===== src/rtl/count_sequencer.sv =====
// Run-control sequencer for an external WIDTH-bit counter: command handshake, tick prescaler, terminal detect.
// Optional feature macro: COUNT_SEQ_AUTORELOAD_EN (terminal tick clears the counter and keeps running).
`timescale 1ns/1ps
module count_sequencer #(
    parameter int               WIDTH = 8,
    parameter int               DIV   = 4,
    parameter logic [WIDTH-1:0] TERM  = '1
) (
    input  logic             clk,
    input  logic             rst,
    input  logic             cmd_valid,
    input  logic [1:0]       cmd,
    input  logic [WIDTH-1:0] cmd_data,
    output logic             cmd_ready,
    input  logic [WIDTH-1:0] cnt_value,
    output logic             cnt_en,
    output logic             cnt_clr,
    output logic             cnt_ld,
    output logic [WIDTH-1:0] cnt_ld_val,
    output logic [1:0]       state_o,
    output logic             done
);

    localparam int            PW         = (DIV > 1) ? $clog2(DIV) : 1;
    localparam logic [PW-1:0] PRESC_LAST = PW'(DIV - 1);

    typedef enum logic [1:0] {
        S_IDLE  = 2'd0,
        S_RUN   = 2'd1,
        S_PAUSE = 2'd2,
        S_DONE  = 2'd3
    } state_t;

    typedef enum logic [1:0] {
        C_START = 2'd0,
        C_STOP  = 2'd1,
        C_CLEAR = 2'd2,
        C_LOAD  = 2'd3
    } cmd_t;

    state_t           state_reg;
    logic [PW-1:0]    presc_reg;
    logic             cmd_ready_reg;
    logic             cnt_en_reg;
    logic             cnt_clr_reg;
    logic             cnt_ld_reg;
    logic [WIDTH-1:0] cnt_ld_val_reg;
    logic             done_reg;

    logic accept;
    logic tick;
    logic at_term;

    assign accept  = cmd_valid && cmd_ready_reg;
    assign tick    = (state_reg == S_RUN) && (presc_reg == PRESC_LAST);
    assign at_term = (cnt_value == TERM);

    // An accepted command owns its cycle: the prescaler neither advances nor
    // wraps, so a pending tick is dropped and only the command may move it.
    always_ff @(posedge clk or posedge rst) begin
        if (rst) begin
            state_reg      <= S_IDLE;
            presc_reg      <= '0;
            cmd_ready_reg  <= 1'b1;
            cnt_en_reg     <= 1'b0;
            cnt_clr_reg    <= 1'b0;
            cnt_ld_reg     <= 1'b0;
            cnt_ld_val_reg <= '0;
            done_reg       <= 1'b0;
        end else begin
            cmd_ready_reg <= !accept;
            cnt_en_reg    <= 1'b0;
            cnt_clr_reg   <= 1'b0;
            cnt_ld_reg    <= 1'b0;
`ifdef COUNT_SEQ_AUTORELOAD_EN
            done_reg      <= 1'b0;
`endif
            if (accept) begin
                case (cmd_t'(cmd))
                    C_START: begin
                        if (state_reg == S_IDLE) begin
                            state_reg <= S_RUN;
                            presc_reg <= '0;
                        end else if (state_reg == S_PAUSE) begin
                            state_reg <= S_RUN;
                        end
                    end
                    C_STOP: begin
                        if (state_reg == S_RUN) begin
                            state_reg <= S_PAUSE;
                        end
                    end
                    C_CLEAR: begin
                        state_reg   <= S_IDLE;
                        presc_reg   <= '0;
                        done_reg    <= 1'b0;
                        cnt_clr_reg <= 1'b1;
                    end
                    C_LOAD: begin
                        cnt_ld_reg     <= 1'b1;
                        cnt_ld_val_reg <= cmd_data;
                        if (state_reg == S_DONE) begin
                            state_reg <= S_IDLE;
                            done_reg  <= 1'b0;
                        end
                    end
                    default: begin
                    end
                endcase
            end else if (state_reg == S_RUN) begin
                if (tick) begin
                    presc_reg <= '0;
                    if (at_term) begin
`ifdef COUNT_SEQ_AUTORELOAD_EN
                        cnt_clr_reg <= 1'b1;
                        done_reg    <= 1'b1;
`else
                        state_reg   <= S_DONE;
                        done_reg    <= 1'b1;
`endif
                    end else begin
                        cnt_en_reg <= 1'b1;
                    end
                end else begin
                    presc_reg <= presc_reg + 1'b1;
                end
            end
        end
    end

    assign cmd_ready  = cmd_ready_reg;
    assign cnt_en     = cnt_en_reg;
    assign cnt_clr    = cnt_clr_reg;
    assign cnt_ld     = cnt_ld_reg;
    assign cnt_ld_val = cnt_ld_val_reg;
    assign state_o    = state_reg;
    assign done       = done_reg;

endmodule


===== config.mk =====
export PLATFORM = sky130hd
export DESIGN_NAME = count_sequencer
export DESIGN_NICKNAME = d
export VERILOG_FILES = /design/src/rtl/count_sequencer.sv
export SDC_FILE = /design/constraint.sdc
export NUM_CORES = 1
export LEC_CHECK = 0
export ABC_AREA = 1
export ABC_CLOCK_PERIOD_IN_PS = 3150
export CORE_UTILIZATION = 40
export CTS_BUF_LIST = sky130_fd_sc_hd__clkbuf_2 sky130_fd_sc_hd__clkbuf_4 sky130_fd_sc_hd__clkbuf_8
export CTS_CLUSTER_SIZE = 25
export DETAILED_ROUTE_END_ITERATION = 16
export PLACE_DENSITY = 0.86
export RECOVER_POWER = 25
export SLEW_MARGIN = 20
export SYNTH_ARGS = -nofsm -noshare
export SYNTH_HDL_FRONTEND = slang
export SYNTH_SLANG_ARGS = --single-unit

===== constraint.sdc =====
create_clock -name clk -period 3.15 [get_ports clk]
set_input_delay 0.4725 -clock clk [delete_from_list [all_inputs] [get_ports clk]]
set_output_delay 0.4725 -clock clk [all_outputs]
set_load 0.01 [all_outputs]

Word level (Yosys, flattened, before mapping)
Index checks and enable logic that the tools add are counted.

operators by class
  equality and inequality tests = 14
  reductions and logical operators = 12
  $add $sub $neg = 1
  mux-type cells = 28

operators with widths
  cell                                                   count
  two-way mux 2 bit                                      12
  two-way mux 1 bit                                      13
  == test 2 bit, second input constant                   5
  == test 8 bit, second input constant                   1
  case mux 2 bit (4 select lines)                        1
  inequality test 3 x 1 -> 1 bit, second input constant  2
  inequality test 3 bit, second input constant           2
  AND reduction 6 bit                                    1
  nonzero test 2 bit                                     3
  AND reduction 5 bit                                    1
  == test 2 x 1 -> 1 bit, second input constant          2
  logical NOT 2 bit                                      2
  inequality test 4 bit, second input constant           1
  case mux 2 bit (2 select lines)                        1
  AND reduction 3 bit                                    1
  adder 2 x 1 -> 2 bit, second input constant            1
  logical AND 1 bit                                      2
  inequality test 2 bit, second input constant           1
  case mux 1 bit (2 select lines)                        1
  AND reduction 2 bit                                    1
  logical NOT 1 bit                                      1

storage, ports and cells
  output and inout bits = 15
  word-level logic and storage cells = 63
  flip-flop bits (word level) = 17
  input port bits = 21

Depth between registers and ports, before layout
Gate-level depths: netlist of run 1.

  depth after elaboration = 5
  gate-level depth with buffers = 8
  gate-level depth less buffers = 8

Worst setup path after synthesis of run 1
No wires, ideal clock.

  kind = register to register
  start = reg cmd_ready_reg, in the netlist cmd_ready
  end = reg cnt_ld_val_reg[0], in the netlist cnt_ld_val[0]
  buffers on the path = 0
  data required time = 3.025 ns
  cell stages (with the launch flop) = 4
  library setup time = 0.125 ns
  clock period less this slack = 1.312 ns
  data arrival time = 1.187 ns
  path slack = 1.838 ns
  path through = dfstp_2 > nand2_4 > nor2_8 > mux2_2

between the ends
  cells in the longest elaborated chain, start to end = 2

RTL lines
  element                        line  text
  start: declaration             43    logic cmd_ready_reg;
  start signal: assignment       71    cmd_ready_reg <= !accept;
  logical AND 1 bit              54    assign accept = cmd_valid && cmd_ready_reg;
  AND reduction 2 bit (no line)  n/a
  end signal: assignment         101   cnt_ld_val_reg <= cmd_data;
  end: declaration               47    logic [WIDTH-1:0] cnt_ld_val_reg;

No other way between the ends.
A chain may end at the register's enable or synchronous reset.

Worst setup path after layout of run 1
  start = reg cmd_ready_reg, in the netlist cmd_ready
  end = out cmd_ready

RTL lines
  element           line  text
  end: declaration  14    output logic cmd_ready,

No word-level cell between the ends.

==> metrics.md, run 1 <==
| Metric | Value |
|---|---|
| Synth unique cells | 15 |
| Vias in the first global route | 613 |
| Crit Path Max Fanout | 2 |
| Setup violators final | 0 |
| Max Cap Viol | 0 |
| Port bufs | 35 |
| Worst Hold Class | reg2reg |
| Row cnt | 15 |
| Final Hold Viols | 0 |
| Global Route Usage Sum | 16.1% |
| Fin Setup TNS | 0 ns |
| Synth warn | 0 |
| Initial DRT Pass Iterations | 4 |
| Psw | 0.000238 W |
| Clock network power share | 16.4% |
| VDD IR max | 0.340 mV |
| Global-route wire length before repair | 2.49 mm |
| CP top delay family | flip-flops |
| Number of setup buffers added after CTS | 0 |
| Nets@finish | 148 |
| Max incr delay on CP | 0.53 ns |
| Slowest cell on crit path | dfstp_2 |
| CTS Buffer Depth | 2 |
| Max Slew Vio Count | 0 |
| Worst path cell trace | clkdlybuf4s50_1 |
| Initial core utilization | between 40% and 50% |
| Routability Congestion | 0.855 |
| Required time worst endpoint | around 2.7 ns |
| Routed len/inst | 10.5 µm |
| Final Skew | 0.00300 ns |
| Unrepaired setup endpoints after global routing | false |
| Post-layout min period | 1.81 ns |
| Post-Synthesis Mean Instance Area | 9.43 µm² |
| Run status | complete, no violations |
| Antenna Cells | 0 |
| Buf+Inv Stages, Crit Path | 1 |
| Min setup slack post-route | 1.34 ns |
| Final cell count without fillers | 150 |
| Die height | 47.0 µm |
| Synthesized cell area | a little over 800 µm² |
| Core area | 1820 µm² |
| LEAKAGE | 0.566 nW |
| Vias | 716 |
| Crit start category | flop |
| Final WL | 1.58 mm |
| Worst EP arrival | 1.34 ns |
| GRT Residual Overflow | 0 |
| Dominant cells by area after synthesis | dfrtp_1, nand2_1, mux2_2, nand3_1, nor2_1 |
| Initial antenna violation count | 0 |
| Overall power | 0.000732 W |
| Final period utilization | 57.6% |
| Slew headroom | 59.8% |
| Syn Nets | about 110 |
| Root Driver | clkbuf_4 |
| TritonCTS buffer count | 3 |
| Worst slew pin tran | 0.603 ns |
| Width of the die | 47.0 µm |
| Reg power frac | 43.9% |
| Pre-CTS setup slack | approximately 1.3 ns |
| Post-CTS sizing | 0 |
| Share of cells above drive strength 1 | 15.2% |
| TritonCTS clock tree | done |
| Largest register FFs | 8 |
| Post-CTS Hold Buffers | 0 |
| Max frequency | 551 MHz |
| Worst-Skew Late Latency | 0.28 ns |
| Clk slew on worst S/H paths | 0.09 ns |
| Sw frac | about a third |
| Iteration-0 DRC Markers | 14 |
| Io pins | 36 |
| Post-DRT Antenna Nets | 0 |
| Crit end category | primary output |
| Pwr dens | 603 nW/µm² |
| Number of H-tree levels | 1 |
| Yosys top cell area share | about half |
| Flops & latches, synth | 17 |
| Worst hold slack | 0.493 ns |
| Int Pwr | 0.000495 W |
| Area growth syn-to-layout | 49.8% |
| Largest net degree at the start of global routing | 18 |
| Post-Synthesis Cells | 86 |
| Critical setup path kind | reg2out |
| CTS Sinks | 17 |
| Combinational fraction of design power | 39.7% |
| Post-DP HPWL | 1.27 mm |
| DRC | 0 |
| Placed cells | approximately 150 |
| Via density | 4.77 |
| Cell taking the most area after synthesis | dfrtp_1 |
| DIE AREA | 2210 µm² |
| Sequential-to-total area share from yosys stat | between 50% and 60% |
[cell usage in the layout (no fill, tap or decap)]
master,instances
clkdlybuf4s50_1,34
nand2_1,26
dfrtp_1,16
nor2_1,9
mux2_2,8
inv_1,7
nand3_1,7
clkbuf_4,4
nand2_2,3
o21ai_0,2
nor3_1,2
nor2_8,1
nand2_4,1
nor2_2,1
a21oi_1,1
ha_1,1
dfstp_2,1
dlygate4sd3_1,1
[Yosys cell counts]
cell     count
nand2_2      3
nor3_1       2
nor2_2       1
nand3_1      7
nand2_1     25
ha_1         1
nor2_8       1
nor2_1       9
o21ai_0      2
dfrtp_1     16
nand2_4      2
dfstp_2      1
a21oi_1      1
mux2_2       8
inv_1        7
[metal layers]
| layer | vias to the layer above | wire length [µm] | track usage (%) |
|---|---|---|---|
| met4 | 0 | 14 | 8.00 |
| met2 | 40 | 766 | 28.6 |
| met3 | 2 | 130 | 2.31 |
| li1 | 353 | - | - |
| met5 | - | 0 | 0 |
| met1 | 321 | 665 | 18.9 |
[path summary, 6_finish.rpt]
path                       startpoint            end  slack [ns]  cells after the start
setup / recovery            cmd_ready      cmd_ready        1.34                      1
hold / removal                   done           done        0.49                      2
setup reg to reg            cmd_ready  cnt_ld_val[6]        1.61                      3
hold reg to reg                  done           done        0.49                      2
max in group asynchronous         rst         cnt_en        2.06                      2
min in group asynchronous         rst  cnt_ld_val[7]        0.70                      2
[power by group through the flow]
stage          sequential [W]  clock (W)  combinational, W
3_3_place_gp         0.000322          0          0.000282
4_1_cts              0.000322   0.000124          0.000294
5_1_grt              0.000330   0.000131          0.000325
2_1_floorplan        0.000340          0          0.000129
3_5_place_dp         0.000327          0          0.000293
6_report             0.000321   0.000120          0.000291
[cell type report]
class                      instances  area (µm²)
clock buffer                       4        30.0
fill                             155         606
inverter                           7        26.3
multi-input combinational         62         350
sequential                        17         427
tap                               25        31.3
timing repair buffer              35         350
[cell families (layout without fill, tap and decap cells)]
| kind of cell | Yosys count | in the layout | synth area share (%) |
|---|---|---|---|
| flip-flops | 17 | 17 | 52.6 |
| adder cells (fa/ha/maj) | 1 | 1 | 1.54 |
| AND/OR/NAND/NOR | 50 | 50 | 29.6 |
| buffers and inverters | 7 | 46 | 3.24 |
| AO/OA/AOI/OAI | 3 | 3 | 1.85 |
| multiplexers | 8 | 8 | 11.1 |
[stage by stage]
step	util [%]	cell area, µm²
finish	66.7	1210
floorplan	-	811
global placement	65.5	1190
global route	66.7	1210
detailed placement	65.5	1190
CTS	67.1	1220
Note: power is estimated with default switching activity, not from simulation.
==> run 2: changes to the inputs <==
- ABC_CLOCK_PERIOD_IN_PS: 3150 -> 1900
- clock period: 3.15 -> 1.9 ns (I/O delays scaled with it)
==> run 2 against run 1 <==
Via count increased by 0.42%. Non-clock buffer count did not move. Clock power is 68% higher. Sequential share of layout area is 0.22 points lower. Final cell count unchanged. First-iteration DRC count increased by 29%. Wire length unchanged. Sequential power grew 66%.
==> metrics.md, run 2 (same netlist as run 1, synthesis figures left out) <==
| Metric | Value |
|---|---|
| Area of the multi-input gates | 358 µm² (+2.1%) |
| Share of cells above drive strength 1 | 15.2% (unchanged) |
| Pwr dens | 995 nW/µm² (+65%) |
| Slew headroom | 59.7% (-0.081 points) |
| Nets@finish | 148 (unchanged) |
| Critical R2R Capture | cnt_ld_val[6] |
| Buf+Inv Stages, Crit Path | 1 (unchanged) |
| Clock network power share | 16.6% (+0.2 points) |
| CTS Buffer Depth | 2 (unchanged) |
| Post-layout min period | 1.69 ns |
| Final Skew | 0.00247 ns (-0.000531 ns) |
| Vias in the first global route | 613 (unchanged) |
| Sw frac | 32.5% (+0.071 points) |
| Most frequent cells in the layout | clkdlybuf4s50_1, nand2_1, dfrtp_1 |
| Port bufs | 35 (unchanged) |
| CTS Sinks | 17 (unchanged) |
| Row cnt | 15 (unchanged) |
| Initial core utilization | 44.5% (unchanged) |
| Worst-Skew Late Latency | 0.29 ns (about the same) |
| DIE AREA | 2210 µm² (unchanged) |
| Slowest cell on crit path | dfstp_1 |
| Fill cells | 155 (unchanged) |
| Final Core Density | 67.1% (+0.41 points) |
| LEAKAGE | 0.569 nW (+0.49%) |
| Final period utilization | 88.7% |
| CP top delay family | flip-flops |
| Worst path cell trace | clkdlybuf4s50_1 |
| Hold Crit Depth | 2 (unchanged) |
| Hold Path Sink | done |
| Vias | 719 (+0.42%) |
| GRT Residual Overflow | 0 (unchanged) |
| Final WL | 1.58 mm (unchanged) |
| Psw | 0.000395 W (+66%) |
| Global-route wire length before repair | 2.49 mm (unchanged) |
| Setup violators final | 0 (unchanged) |
| Most common cell after layout, fill and taps aside | clkdlybuf4s50_1 |
| VDD IR max | 0.564 mV (+66%) |
| Max Cap Viol | 0 (unchanged) |
| Crit end category | primary output |
| Number of H-tree levels | 1 (unchanged) |
| Io pins | 36 (unchanged) |
| Combinational fraction of design power | 39.7% (about the same) |
| Via density | 4.79 (+0.42%) |
| Largest net degree at the start of global routing | 18 (unchanged) |
| DRC | 0 (unchanged) |
| Root Driver | clkbuf_4 |
| Post-DP HPWL | 1.27 mm (unchanged) |
| Run status | complete, no violations |
| TritonCTS buffer count | 3 (unchanged) |
| Global Route Usage Sum | 16.1% (unchanged) |
| Number of setup buffers added after CTS | 0 (unchanged) |
| Post-CTS Hold Buffers | 0 (unchanged) |
| Clk slew on worst S/H paths | 0.09 ns (about the same) |
| Min-delay src | done |
| Max frequency | just under 600 MHz |
| Routability Congestion | 0.855 (about the same) |
| TritonCTS clock tree | done |
| R2r startpoint | cmd_ready |
| Critical setup path kind | reg2out |
| Width of the die | 47.0 µm (unchanged) |
| Final Hold Viols | 0 (unchanged) |
| Overall power | 0.00122 W (+66%) |
| Area growth syn-to-layout | 50.8% |
| Die height | 47.0 µm (unchanged) |
| Unrepaired setup endpoints after global routing | false |
| Antenna Cells | 0 (unchanged) |
| Fin Setup TNS | 0 ns (unchanged) |
| Initial DRT Pass Iterations | 5 (+1) |
| Required time worst endpoint | 1.62 ns (-1.06 ns) |
| Iteration-0 DRC Markers | 18 (+4) |
| Worst Hold Class | reg2reg |
| Crit Path Max Fanout | 2 (unchanged) |
| Reg power frac | 43.8% (about the same) |
| Int Pwr | 0.000821 W (+66%) |
| Routed len/inst | 10.5 µm (unchanged) |
| Max Slew Vio Count | 0 (unchanged) |
| Depth of the worst register-to-register path | 3 (unchanged) |
| Crit start category | flop |
| Worst EP arrival | 1.40 ns (+0.06 ns) |
| Post-CTS sizing | 0 (unchanged) |
| Max incr delay on CP | 0.57 ns (+0.04 ns) |
| Worst slew pin tran | 0.604 ns (+0.00121 ns) |
| Largest register FFs | 8 (unchanged) |
| Sequential cell area | 427 µm² (unchanged) |
| Core area | 1820 µm² (unchanged) |
| Reg2reg setup slack | 0.53 ns (-1.08 ns) |
| Post-DRT Antenna Nets | 0 (unchanged) |
| Initial antenna violation count | 0 (unchanged) |
run 2: how the worst max path moves through the flow:
stage               slack [ns]  depth (start not counted)  startpoint       endpoint
finish                    0.21                          1   cmd_ready      cmd_ready
global route              0.18                          1   cmd_ready      cmd_ready
floorplan                 0.59                          3   cmd_ready  cnt_ld_val[0]
CTS                       0.23                          1   cmd_ready      cmd_ready
detailed placement        0.20                          4      cmd[0]  cnt_ld_val[7]
global placement          0.24                          4      cmd[0]  cnt_ld_val[5]
run 2: layer usage:
metal  vias to the layer above  routed length, µm  GRT usage [%]
met1                       320                654           18.9
li1                        353                  -              -
met3                         3                137           2.31
met2                        43                762           28.6
met5                         -                  0              0
met4                         0                 22           8.00
run 2: cell type report:
cell class,count,share of cell area (%)
inverters,7,2.15
repair buffers,35,28.7
multi-input cells,62,29.3
flip-flops and latches,17,34.9
well taps,25,2.56
clock buffers,4,2.46
run 2: power groups by stage:
stage / sequential, W / clock, W / combinational [W]
floorplan: 0.000564 / 0 / 0.000213
global placement: 0.000534 / 0 / 0.000468
detailed placement: 0.000541 / 0 / 0.000487
CTS: 0.000534 / 0.000205 / 0.000488
global route: 0.000548 / 0.000218 / 0.000540
finish: 0.000532 / 0.000201 / 0.000482
run 2: per-stage QoR:
step | std cells | instance area [µm²] | worst slack [ns] | hold slack (ns)
4_1_cts | 150 | 1220 | 0.228 | 0.401
2_1_floorplan | 86 | 811 | 0.588 | 0.210
3_3_place_gp | 146 | 1190 | 0.235 | 0.466
5_1_grt | 150 | 1220 | 0.181 | 0.533
3_5_place_dp | 146 | 1190 | 0.203 | 0.478
6_report | 150 | 1220 | 0.214 | 0.492
==> run 3: changes to the inputs <==
- SLEW_MARGIN: 20 -> default
==> results of run 3 <==
No change in the layout: final DEF, timing and power equal those of run 2.
